`src/rtl/pattern_event_logger_if.sv`:
```
// -----------------------------------------------------------------------------
// pattern_event_logger_if
// Read-side valid/ready port of the pattern event logger FIFO.
//   rd_valid : FIFO head holds a valid entry (driven by the logger)
//   rd_ready : reader accepts the head this cycle (driven by the reader)
//   rd_data  : {kind, timestamp} of the head entry (driven by the logger)
// Modports: master = logger side, slave = reader side.
// -----------------------------------------------------------------------------
interface pattern_event_logger_if #(
   parameter int DW = 9
);
   logic          rd_valid;
   logic          rd_ready;
   logic [DW-1:0] rd_data;

   modport master (output rd_valid, output rd_data, input rd_ready);
   modport slave  (input rd_valid, input rd_data, output rd_ready);
endinterface

```
`src/rtl/pattern_event_logger.sv`:
```
// -----------------------------------------------------------------------------
// pattern_event_logger
// Consumes the 2-bit code of a 3-bit Mealy pattern detector, counts 001/111
// events, timestamps each one and queues it in a small FIFO that is drained
// over a valid/ready read port.
//
// Ports:
//   clock       : single clock, posedge
//   reset_n     : asynchronous active-low reset
//   code        : 10 = pattern 001, 01 = pattern 111, 00 = none, 11 = illegal
//   stats_clear : synchronous statistics clear (only with PATLOG_STATS_CLEAR_EN)
//   rd          : read port (rd_valid / rd_ready / rd_data = {kind, ts})
//   cnt_001     : saturating count of 001 events
//   cnt_111     : saturating count of 111 events
//   drop_cnt    : saturating count of events lost to a full FIFO
//   err         : sticky flag, set when code 11 is sampled
//   level       : current FIFO occupancy
//
// Optional feature macro: PATLOG_STATS_CLEAR_EN adds the stats_clear input.
// -----------------------------------------------------------------------------
module pattern_event_logger #(
   parameter int DEPTH = 4,
   parameter int TS_W  = 8,
   parameter int CNT_W = 8
) (
   input  logic                    clock,
   input  logic                    reset_n,
   input  logic [1:0]              code,
`ifdef PATLOG_STATS_CLEAR_EN
   input  logic                    stats_clear,
`endif
   pattern_event_logger_if.master  rd,
   output logic [CNT_W-1:0]        cnt_001,
   output logic [CNT_W-1:0]        cnt_111,
   output logic [CNT_W-1:0]        drop_cnt,
   output logic                    err,
   output logic [$clog2(DEPTH):0]  level
);

   localparam int AW = $clog2(DEPTH);

   localparam logic [1:0]       CODE_001 = 2'b10;
   localparam logic [1:0]       CODE_111 = 2'b01;
   localparam logic [1:0]       CODE_BAD = 2'b11;
   localparam logic [AW:0]      PTR_ONE  = {{AW{1'b0}}, 1'b1};
   localparam logic [TS_W-1:0]  TS_ONE   = {{(TS_W-1){1'b0}}, 1'b1};
   localparam logic [CNT_W-1:0] CNT_ZERO = {CNT_W{1'b0}};
   localparam logic [CNT_W-1:0] CNT_ONE  = {{(CNT_W-1){1'b0}}, 1'b1};
   localparam logic [CNT_W-1:0] CNT_MAX  = {CNT_W{1'b1}};

   logic [TS_W-1:0]  r_ts;
   logic [AW:0]      r_wptr;
   logic [AW:0]      r_rptr;
   logic [TS_W:0]    r_mem [DEPTH];
   logic [CNT_W-1:0] r_cnt_001;
   logic [CNT_W-1:0] r_cnt_111;
   logic [CNT_W-1:0] r_drop;
   logic             r_err;

   logic             w_clear;
   logic             w_event;
   logic             w_kind;
   logic             w_illegal;
   logic             w_empty;
   logic             w_full;
   logic             w_pop;
   logic             w_push;
   logic             w_drop;
   logic [CNT_W-1:0] w_base_001;
   logic [CNT_W-1:0] w_base_111;
   logic [CNT_W-1:0] w_base_drop;
   logic             w_base_err;

   // Saturating increment: holds at all-ones instead of wrapping.
   function automatic logic [CNT_W-1:0] sat_inc(input logic [CNT_W-1:0] v,
                                                input logic             en);
      if (en && (v != CNT_MAX)) begin
         sat_inc = v + CNT_ONE;
      end else begin
         sat_inc = v;
      end
   endfunction

`ifdef PATLOG_STATS_CLEAR_EN
   assign w_clear = stats_clear;
`else
   assign w_clear = 1'b0;
`endif

   // Decode the detector code into event / kind / illegal strobes.
   always_comb begin
      w_event   = 1'b0;
      w_kind    = 1'b0;
      w_illegal = 1'b0;
      case (code)
         CODE_001: begin
            w_event = 1'b1;
            w_kind  = 1'b1;
         end
         CODE_111: begin
            w_event = 1'b1;
         end
         CODE_BAD: begin
            w_illegal = 1'b1;
         end
         default: begin
            w_event = 1'b0;
         end
      endcase
   end

   // FIFO status: pointers carry one extra wrap bit so full and empty differ
   // only in the MSB. A pop frees a slot in the same cycle, so a full FIFO
   // still accepts an event when the head is being read.
   always_comb begin
      w_empty = (r_wptr == r_rptr);
      w_full  = (r_wptr[AW] != r_rptr[AW]) &&
                (r_wptr[AW-1:0] == r_rptr[AW-1:0]);
      w_pop   = !w_empty && rd.rd_ready;
      w_push  = w_event && (!w_full || w_pop);
      w_drop  = w_event && w_full && !w_pop;
   end

   // Statistics start from zero in a clear cycle so a coincident event reads 1.
   always_comb begin
      w_base_001  = r_cnt_001;
      w_base_111  = r_cnt_111;
      w_base_drop = r_drop;
      w_base_err  = r_err;
      if (w_clear) begin
         w_base_001  = CNT_ZERO;
         w_base_111  = CNT_ZERO;
         w_base_drop = CNT_ZERO;
         w_base_err  = 1'b0;
      end else begin
         w_base_err  = r_err;
      end
   end

   // Timestamp counter and FIFO pointers.
   always_ff @(posedge clock or negedge reset_n) begin
      if (!reset_n) begin
         r_ts   <= {TS_W{1'b0}};
         r_wptr <= {(AW+1){1'b0}};
         r_rptr <= {(AW+1){1'b0}};
      end else begin
         r_ts <= r_ts + TS_ONE;
         if (w_push) begin
            r_wptr <= r_wptr + PTR_ONE;
         end
         if (w_pop) begin
            r_rptr <= r_rptr + PTR_ONE;
         end
      end
   end

   // FIFO storage; the entry records ts as it was before this edge's increment.
   always_ff @(posedge clock or negedge reset_n) begin
      if (!reset_n) begin
         for (int i = 0; i < DEPTH; i++) begin
            r_mem[i] <= {(TS_W+1){1'b0}};
         end
      end else begin
         if (w_push) begin
            r_mem[r_wptr[AW-1:0]] <= {w_kind, r_ts};
         end
      end
   end

   // Saturating statistics counters and sticky illegal-code flag.
   always_ff @(posedge clock or negedge reset_n) begin
      if (!reset_n) begin
         r_cnt_001 <= CNT_ZERO;
         r_cnt_111 <= CNT_ZERO;
         r_drop    <= CNT_ZERO;
         r_err     <= 1'b0;
      end else begin
         r_cnt_001 <= sat_inc(w_base_001, w_event && w_kind);
         r_cnt_111 <= sat_inc(w_base_111, w_event && !w_kind);
         r_drop    <= sat_inc(w_base_drop, w_drop);
         r_err     <= w_base_err | w_illegal;
      end
   end

   // Outputs are decoded from registers only; rd_data reads 0 while empty.
   assign rd.rd_valid = !w_empty;
   assign rd.rd_data  = w_empty ? {(TS_W+1){1'b0}} : r_mem[r_rptr[AW-1:0]];
   assign level       = r_wptr - r_rptr;
   assign cnt_001     = r_cnt_001;
   assign cnt_111     = r_cnt_111;
   assign drop_cnt    = r_drop;
   assign err         = r_err;

endmodule

```
`src/flat_wrapper.sv`:
```
// flat-port wrapper written by rule: the top's interface ports become plain ports
module pattern_event_logger_flat 
#(
   parameter int DEPTH = 4,
   parameter int TS_W  = 8,
   parameter int CNT_W = 8
)
  (clock, reset_n, code, cnt_001, cnt_111, drop_cnt, err, level, rd_rd_valid, rd_rd_data, rd_rd_ready);
  pattern_event_logger_if #(.DW(9)) rd_i ();
  input  logic clock;
  input  logic reset_n;
  input  logic [1:0] code;
  output logic [CNT_W-1:0] cnt_001;
  output logic [CNT_W-1:0] cnt_111;
  output logic [CNT_W-1:0] drop_cnt;
  output logic err;
  output logic [$clog2(DEPTH):0] level;
  output wire logic [$bits(rd_i.rd_valid)-1:0] rd_rd_valid;
  output wire logic [$bits(rd_i.rd_data)-1:0] rd_rd_data;
  input wire logic [$bits(rd_i.rd_ready)-1:0] rd_rd_ready;
  assign rd_rd_valid = rd_i.rd_valid;
  assign rd_rd_data = rd_i.rd_data;
  assign rd_i.rd_ready = rd_rd_ready;
  pattern_event_logger #(.DEPTH(DEPTH), .TS_W(TS_W), .CNT_W(CNT_W)) u_core (.clock(clock), .reset_n(reset_n), .code(code), .rd(rd_i), .cnt_001(cnt_001), .cnt_111(cnt_111), .drop_cnt(drop_cnt), .err(err), .level(level));
endmodule
```
`config.mk`:
```
export PLATFORM = sky130hd
export DESIGN_NAME = pattern_event_logger_flat
export DESIGN_NICKNAME = d
export VERILOG_FILES = /design/src/rtl/pattern_event_logger_if.sv /design/src/rtl/pattern_event_logger.sv /design/src/flat_wrapper.sv
export SDC_FILE = /design/constraint.sdc
export NUM_CORES = 1
export LEC_CHECK = 0
export BUFFER_PORTS_ARGS = -buffer_cell sky130_fd_sc_hd__buf_2
export CORE_ASPECT_RATIO = 0.7
export CORE_MARGIN = 2
export CORE_UTILIZATION = 45
export CTS_BUF_LIST = sky130_fd_sc_hd__clkbuf_8
export CTS_CLUSTER_SIZE = 40
export DETAILED_ROUTE_END_ITERATION = 8
export PLACE_DENSITY = 0.72
export SLEW_MARGIN = 40
export SYNTH_ARGS = -nofsm -noshare
export SYNTH_HDL_FRONTEND = slang
export SYNTH_SLANG_ARGS = --single-unit
```
`constraint.sdc`:
```
create_clock -name clock -period 3.2 [get_ports clock]
set_input_delay 0.16 -clock clock [delete_from_list [all_inputs] [get_ports clock]]
set_output_delay 0.16 -clock clock [all_outputs]
set_load 0.02 [all_outputs]
```
==> results.py <==
metrics = {
    "clocking": {
        "cts.sinks": 75,
        "cts.clk_slew.worst_paths_ps": 80,
        "cts_buffers": 9,
        "post_cts_buffers": 0,
        "clk_path_buf_depth": 2,
        "htree_num_levels": 3,
        "root_buffer": "clkbuf_8",
        "clkLatencyLatePin_ps": 350,
        "cts_tree": "done",
    },
    "setup_path": {
        "criticalPathCategory": "flop to primary output",
        "critPathMaxFanout": 13,
        "timing.critical_path.buf_inv": 2,
        "worstPathRequired_ps": 3040,
        "startpoint_type": "flop",
        "arrival_ps": 2380,
        "crit_path_max_incr_delay_ps": 720,
        "crit_slowest_cell": "dfrtp_1",
        "end_kind": "primary output",
        "rrSetupSlack_ps": 780,
        "path_delay_family": "flip-flops",
        "crit_chain": "inv_1, ha_1, nand3_1, and2_1, buf_2",
    },
    "sta": {
        "setup_viol": 0,
        "tns_ps": 0,
        "rsz0062_at_grt": "false",
        "fin_skew_ps": 6.53,
        "min_period_ps": 2540,
        "max_freq_mhz": 393,
        "slew_headroom": 0.604,
        "final_hold_viol_count": 0,
        "worst_pin_slew_ps": 594,
        "final.period_utilization": 0.795,
        "finalMaxSlewViolations": 0,
        "hold_slack_ps": 101,
    },
    "synthesis": {
        "ys_ff_latch": 75,
        "synth-seq-area-share": 0.527,
        "synthFlopType": "dfrtp_1",
        "syn_avg_cell_area_um2": 13.2,
        "synth-edff-count": 0,
        "postSynthCellCount": 269,
        "synth_cell_types": 35,
        "async_reset_ff_frac": 1.00,
        "synth_warnings": 0,
        "synth.net_count": 289,
        "syn_area_mm2": 0.00356,
    },
    "detailed_routing": {
        "wire_per_inst_um": 15.4,
        "dr.pass1.iters": 4,
        "ant_nets": 0,
        "drc_errors": 0,
        "dr.first_iter.drc_count": 132,
        "vias": 2209,
        "routed_wl_um": 6600,
        "viasPerCell": 5.17,
    },
    "worst_hold_path": {
        "hold_class": "input port to flop",
    },
    "die": {
        "die_w_um": 110,
        "die_h_um": 78.4,
        "core-area_mm2": 0.00777,
        "start_util": 0.458,
        "die_area_mm2": 0.00865,
        "io_pins": 43,
        "rows": 27,
    },
    "cells_and_area": {
        "layout_common_cells": "75 x dfrtp_1, 42 x buf_2, 41 x mux2_2, 16 x xnor2_1, 16 x nand3_1",
        "num-fill-cells": 683,
        "fin_util": 0.532,
        "drive_gt1_frac": 0.377,
        "layout_commonest_cell": "dfrtp_1",
        "diodes": 0,
        "nets": 341,
        "syn_to_final_growth_pct": 16.2,
    },
    "power_and_ir_drop": {
        "power_density_mw_per_mm2": 985,
        "p_comb_frac": 0.426,
        "p_sw_frac": 0.382,
        "p_sw_mw": 1.56,
        "vdd_drop_max_uv": 528,
        "pwr-share-clk": 0.201,
        "seq_power_share": 0.372,
        "power.total_mw": 4.07,
        "p_int_mw": 2.52,
        "leakage_nw": 1.93,
    },
    "global_route": {
        "track_usage": 0.175,
        "grt_pass1_vias": 2301,
        "grt_overflow": 0,
        "antenna_found_initial": 0,
        "grt_pass1_wl_um": 11100,
        "grt_max_degree": 36,
    },
    "place": {
        "post-dp-hpwl_um": 4600,
        "portBuffers": 42,
        "routabilityCongestion": 0.722,
    },
    "flow_run": {
        "cap_violations": 0,
    },
    "run_status": {
        "outcome": "finished, final reports clean",
    },
}
-- timing repair --
action / CTS / global route
endpoints found under the hold margin: 18 / 0
hold buffers: 1 / 0
resized for setup: 0 / 0
-- synthesized netlist by cell type (2+ instances only) --
cell type,instances,area share
nand3_1,16,0.022
and3_1,4,0.0070
nand2_2,4,0.0070
mux2i_1,2,0.0056
nor2_1,6,0.0063
xor2_1,7,0.017
ha_1,14,0.049
xnor2_1,16,0.039
and2_1,9,0.016
mux2_2,41,0.13
mux4_2,9,0.057
nor2b_1,2,0.0035
and4_1,2,0.0049
dfrtp_1,75,0.53
o21ai_0,4,0.0056
a21oi_1,5,0.0070
mux2_1,2,0.0063
or2_2,3,0.0053
nor3_1,4,0.0056
nand4_1,5,0.0088
clkbuf_1,4,0.0042
inv_1,12,0.013
nand2_1,11,0.012
-- stage by stage --
stage / cells / setup WS (ps) / instance area [µm²]
final: 427 / 657 / 4140
after global routing: 427 / 504 / 4140
after CTS: 427 / 623 / 4140
after detailed placement: 410 / 802 / 3900
after global placement: 410 / 905 / 3900
after floorplan: 269 / 1010 / 3560
-- cell type report --
type,count,area (µm²),area share
tap,101,126,0.0306
clock buffer,11,151,0.0366
clock inverter,5,75.1,0.0182
sequential,75,1880,0.454
inverter,12,45.0,0.0109
timing repair buffer,46,243,0.0587
multi-input combinational,177,1620,0.391
-- per-layer routing --
layer / vias up / part of all wire / GRT usage
li1: 1049 / - / -
met2: 39 / 0.45 / 0.261
met3: 11 / 0.050 / 0.0606
met4: 0 / 0.016 / 0.0650
met1: 1110 / 0.49 / 0.235
met5: - / 0 / 0
-- worst register-to-register path: cells and delay by family, from the launching register on --
kind | cells | cell delay (ps)
DFF | 1 | 720
and+or+nand+nor | 2 | 500
muxes | 1 | 350
adders and majority gates | 1 | 340
AOI/OAI and AO/OA | 1 | 290
buffers and inverters | 1 | 120
-- flip-flops by register name, indices dropped and copies added, names as in the netlist --
register / cells
u_core.r_wptr: 3
u_core.r_mem: 36
u_core.drop_cnt: 8
u_core.err: 1
u_core.cnt_111: 8
u_core.cnt_001: 8
u_core.r_rptr: 3
u_core.r_ts: 8
-- kinds of logic after synthesis --
logic type	count (synthesis)	synth area share
AOI/OAI and AO/OA	14	0.0257
buffers and inverters	17	0.0183
muxes	54	0.199
and+or+nand+nor	70	0.114
xor gates and xnor gates	24	0.0612
DFF	75	0.527
adders and majority gates	15	0.0548
-- worst paths after layout --
path,start,end,cells after the start
hold / removal,rd_rd_ready,u_core.r_rptr[2],3
setup / recovery,u_core.r_rptr[1],rd_rd_data[3],5
max in group asynchronous,reset_n,u_core.r_mem[32],3
hold reg to reg,u_core.err,u_core.err,1
setup reg to reg,u_core.r_rptr[1],u_core.r_mem[6],6
min in group asynchronous,reset_n,u_core.cnt_001[7],2
-- power by group through the flow --
| stage | clock (mW) | combinational [mW] | sequential [mW] |
|---|---|---|---|
| final | 0.820 | 1.74 | 1.52 |
| after global routing | 0.885 | 1.90 | 1.56 |
| after CTS | 0.841 | 1.77 | 1.51 |
| after detailed placement | 0 | 1.76 | 1.53 |
| after global placement | 0 | 1.72 | 1.52 |
| after floorplan | 0 | 1.17 | 1.57 |
Power figures use the tool's default switching activity.
